--- src/rtl/rx_stamp_gen.sv ---
// Free-running 32.32 timestamp counter plus a passive start-of-packet tap on an AXI4-Stream.
// Define RX_STAMP_PPS_SYNC_EN to round the counter to the nearest second on each pps pulse.
`default_nettype none

module rx_stamp_gen #(
  parameter int                   TIMESTAMP_WIDTH = 64,
  parameter int                   INC_WIDTH       = 32,
  parameter logic [INC_WIDTH-1:0] DEFAULT_INC     = 32'd26843546
) (
  input  logic                       clk,
  input  logic                       reset,
  input  logic                       s_axis_tvalid,
  input  logic                       s_axis_tready,
  input  logic                       s_axis_tlast,
  input  logic                       stamp_inc_wr,
  input  logic [INC_WIDTH-1:0]       stamp_inc,
  input  logic                       stamp_load,
  input  logic [TIMESTAMP_WIDTH-1:0] stamp_load_value,
  input  logic                       pps,
  output logic [TIMESTAMP_WIDTH-1:0] stamp_counter,
  output logic                       pkt_start,
  output logic [31:0]                pkt_count
);

  localparam int FRAC_W = 32;
  localparam int SEC_W  = TIMESTAMP_WIDTH - FRAC_W;

  typedef enum logic {
    ST_FIRST = 1'b0,
    ST_MID   = 1'b1
  } sof_state_e;

  sof_state_e                 state_q, state_d;
  logic [TIMESTAMP_WIDTH-1:0] counter_q, counter_d;
  logic [INC_WIDTH-1:0]       inc_q, inc_d;
  logic                       pkt_start_q, pkt_start_d;
  logic [31:0]                pkt_count_q, pkt_count_d;

  logic beat;
  logic sof;

  assign beat = s_axis_tvalid & s_axis_tready;

  // SOF tracking: a beat seen in FIRST opens a packet unless it is also the last beat.
  always_comb begin
    state_d = state_q;
    sof     = 1'b0;
    case (state_q)
      ST_FIRST: begin
        if (beat) begin
          sof = 1'b1;
          if (!s_axis_tlast) state_d = ST_MID;
        end
      end
      ST_MID: begin
        if (beat && s_axis_tlast) state_d = ST_FIRST;
      end
      default: state_d = ST_FIRST;
    endcase
  end

  always_comb begin
    pkt_start_d = sof;
    pkt_count_d = pkt_count_q + {31'd0, sof};
  end

  // A newly written increment takes effect from the next cycle's addition.
  always_comb begin
    inc_d = inc_q;
    if (stamp_inc_wr) inc_d = stamp_inc;
  end

`ifdef RX_STAMP_PPS_SYNC_EN
  logic [SEC_W-1:0] sec_rounded;
  assign sec_rounded = counter_q[TIMESTAMP_WIDTH-1:FRAC_W] + SEC_W'(counter_q[FRAC_W-1]);

  always_comb begin
    counter_d = counter_q + TIMESTAMP_WIDTH'(inc_q);
    if (stamp_load) begin
      counter_d = stamp_load_value;
    end else if (pps) begin
      counter_d = {sec_rounded, {FRAC_W{1'b0}}};
    end
  end
`else
  logic unused_pps;
  assign unused_pps = pps;

  always_comb begin
    counter_d = counter_q + TIMESTAMP_WIDTH'(inc_q);
    if (stamp_load) counter_d = stamp_load_value;
  end
`endif

  always_ff @(posedge clk) begin
    if (reset) begin
      state_q     <= ST_FIRST;
      counter_q   <= '0;
      inc_q       <= DEFAULT_INC;
      pkt_start_q <= 1'b0;
      pkt_count_q <= '0;
    end else begin
      state_q     <= state_d;
      counter_q   <= counter_d;
      inc_q       <= inc_d;
      pkt_start_q <= pkt_start_d;
      pkt_count_q <= pkt_count_d;
    end
  end

  assign stamp_counter = counter_q;
  assign pkt_start     = pkt_start_q;
  assign pkt_count     = pkt_count_q;

endmodule

`default_nettype wire

--- config.mk ---
export PLATFORM = sky130hd
export DESIGN_NAME = rx_stamp_gen
export DESIGN_NICKNAME = d
export VERILOG_FILES = /design/src/rtl/rx_stamp_gen.sv
export SDC_FILE = /design/constraint.sdc
export NUM_CORES = 1
export LEC_CHECK = 0
export CORE_MARGIN = 10
export CORE_UTILIZATION = 35
export DETAILED_ROUTE_END_ITERATION = 6
export HOLD_SLACK_MARGIN = 0.08
export PLACE_DENSITY = 0.7
export SYNTH_ARGS = -nofsm -noshare
export SYNTH_HDL_FRONTEND = slang
export SYNTH_SLANG_ARGS = --single-unit
--- constraint.sdc ---
create_clock -name clk -period 2.93 [get_ports clk]
set_clock_uncertainty 0.05 [all_clocks]
set_input_delay 0.4395 -clock clk [delete_from_list [all_inputs] [get_ports clk]]
set_output_delay 0.4395 -clock clk [all_outputs]
set_load 0.05 [all_outputs]
==> impl_metrics.json <==
{
  "cpPeakStageDelay_ns": 0.38,
  "die_w_um": 164,
  "overflow": 0,
  "crit_family": "compound AO/OA/AOI/OAI gates",
  "syn_area_mm2": 0.00721,
  "timing.final.ws_setup_ns": -0.0298,
  "synth_enable_flop_cells": 0,
  "grt_pass1_vias": 7122,
  "fin_crit_ns": 2.96,
  "synth_flop_cell": "dfxtp_1",
  "reg2reg_depth": 13,
  "worst-path-buf-inv": 2,
  "synth.yosys.seq_area_share": 0.361,
  "holdPathStages": 1,
  "wl_per_cell_um": 16.9,
  "drive_above_1_share": 0.151,
  "fin_cells": 1386,
  "cts_tree": "done",
  "start_util": 0.356,
  "clkTransAtPathRegs_ns": 0.07,
  "drc": 0,
  "cts_buffer_depth": 2,
  "worst-path-stages": 13,
  "critical_path.slowest_cell": "or3_4",
  "first_pass_iters": 4,
  "dp_hpwl_mm": 16.8,
  "clkLatencyLatePin_ns": 0.42,
  "port_buffers": 199,
  "critPathMaxFanout": 6,
  "async_flop_share": 0,
  "worstPathRequired_ns": 3.22,
  "cts_root_buf": "clkbuf_16",
  "final_common_cell": "clkdlybuf4s50_1",
  "tightest_slew_ns": 0.819,
  "cts_buffers": 17,
  "setup-tns-final_ns": -0.107,
  "synth_top_family_by_area": "simple AND/OR/NAND/NOR gates",
  "crit_type": "register to register",
  "dp_cells": 1343,
  "post_synth.cell_area_avg_um2": 8.28,
  "final_cell_mix": "clkdlybuf4s50_1, nor2_1, dfxtp_1",
  "worstPathArrival_ns": 3.25,
  "place_ws_ns": -0.190,
  "rows": 52,
  "synth_compound_area_frac": 0.189,
  "power_density_mw_per_mm2": 529,
  "ys_ff_latch": 130,
  "synth_warnings": 0,
  "ir_drop_uv": 427,
  "syn_to_final_growth_pct": 49.1,
  "dr_total_vias": 7093,
  "worst_hold_path_type": "register to register",
  "gp_congestion": 0.898,
  "p_leak_uw": 0.00430,
  "maxCapViolations": 0,
  "rsz0062_at_grt": "true",
  "period_share": 1.01,
  "num_antenna_cells": 0,
  "slew-limit-headroom": 0.454,
  "die_area_mm2": 0.0268,
  "final-max-slew-violation-count": 0,
  "synth-xor-area-share": 0.0826,
  "io_pins": 201,
  "h-tree-depth": 4,
  "synth-simple-area-share": 0.236,
  "antenna_left": 0,
  "antenna_found_initial": 2,
  "grt_usage": 0.169,
  "synth_fp_nets": 1010,
  "path_cells": "ha_4 > fa_2 > a21oi_2 > o211a_1 > or3_4 > a21o_4 > o211ai_4 > a31oi_4 > buf_4 > buf_6 > nor4_4 > xnor2_1 > a211oi_1",
  "hold_viol": 0,
  "start_kind": "register",
  "status": "complete, but fails checks",
  "viasPerCell": 5.12,
  "coreArea_mm2": 0.0202,
  "routed_wl_mm": 23.4,
  "muxShareOfSynthArea": 0.0333,
  "fin_nets": 1242,
  "finalSetupViolCount": 6,
  "synth.distinct_cells": 60,
  "die_height_um": 164,
  "grt_max_degree": 73,
  "cts.sinks": 130,
  "max_freq_mhz": 338,
  "violations": "negative setup slack",
  "grt_pass1_wl_mm": 36.9,
  "synth_cells": 871,
  "end_kind": "register",
  "drt-initial-drc-count": 370,
  "synth_fa_ha_area_frac": 0.0618
}
## area by class of cell
type                       count  area, um2
timing repair buffer         259       2480
clock inverter                15        174
tap                          270        338
sequential                   130       2630
clock buffer                  17        425
inverter                      21       78.8
multi-input combinational    674       4630
fill                        1822       9480
## worst paths after layout
kind	end	startpoint	slack, ns
max	stamp_counter[62]$_SDFF_PP0_	inc_q[0]$_SDFFE_PP0P_	-0.03
min	pkt_start$_SDFF_PP0_	register	0.40
max reg2reg	stamp_counter[62]$_SDFF_PP0_	inc_q[0]$_SDFFE_PP0P_	-0.03
min reg2reg	pkt_start$_SDFF_PP0_	register	0.40
## worst reg2reg max path: stages, from the launching register on
cell and delay [ns]:
dfxtp_2 0.36, ha_4 0.15, fa_2 0.20, a21oi_2 0.07, o211a_1 0.23, or3_4 0.38, a21o_4 0.23, o211ai_4 0.24
a31oi_4 0.21, buf_4 0.22, buf_6 0.11, nor4_4 0.14, xnor2_1 0.12, a211oi_1 0.19
## through the flow
step           total power, uW  hold WS [ns]  utilization  instance area, um2
2_1_floorplan             2940         0.375            -                7290
3_3_place_gp              3470         0.387        0.485                9820
3_5_place_dp              3490         0.389        0.485                9820
4_1_cts                   5710         0.402        0.520               10500
5_1_grt                   5960         0.444        0.532               10800
6_report                  5690         0.402        0.532               10800
## repair_timing
item / CTS / global route
setup buffers: 4 / 7
hold buffers: 0 / 0
endpoints found under the setup margin: 18 / 34
resized for setup: 12 / 41
cloned: 1 / 0
pin swaps: 8 / 19
## state kept, by name, indices dropped and copies added, names as in the netlist, named ones only
signal	count
stamp_counter	64
pkt_start	1
pkt_count	32
inc_q	32
## Yosys cell counts (6+ instances only)
cell type,number,area share
and3_1,21,0.018
ha_1,34,0.059
nand3_1,34,0.024
buf_1,7,0.0036
o21ai_0,25,0.017
nand2_1,77,0.040
nor2b_1,20,0.017
a21o_1,21,0.022
clkbuf_1,37,0.019
or3_1,10,0.0087
o22ai_1,7,0.0061
inv_1,21,0.011
nand4_1,19,0.016
a21oi_1,55,0.038
xor2_1,31,0.038
a2111oi_0,7,0.0085
nor3_1,12,0.0083
mux2i_1,24,0.033
nor2_1,123,0.064
nor4_1,7,0.0061
a211o_1,13,0.016
a311oi_1,10,0.012
a211oi_1,13,0.014
dfxtp_1,130,0.36
xnor2_1,37,0.045
nor4b_1,6,0.0073
## metal layers
metal,global-route usage,vias up,share of wire
met5,0,-,0.00056
met4,0.0426,2,0.013
met3,0.0624,25,0.075
met2,0.279,187,0.47
met1,0.205,3301,0.44
li1,-,3578,-
## cell families after synthesis
group | count (synthesis)
compound gates | 192
xor+xnor | 68
fa+ha+maj | 35
buf+inv | 68
flops | 130
mux | 24
simple gates | 354
## power by group
| group | switching [uW] | internal (uW) | total [uW] | leakage (uW) |
|---|---|---|---|---|
| clock | 909 | 1280 | 2190 | 0.000293 |
| sequential | 98.1 | 1890 | 1990 | 0.00108 |
| combinational | 850 | 670 | 1520 | 0.00293 |
| total | 1860 | 3830 | 5690 | 0.00430 |
Power figures use the tool's default switching activity.
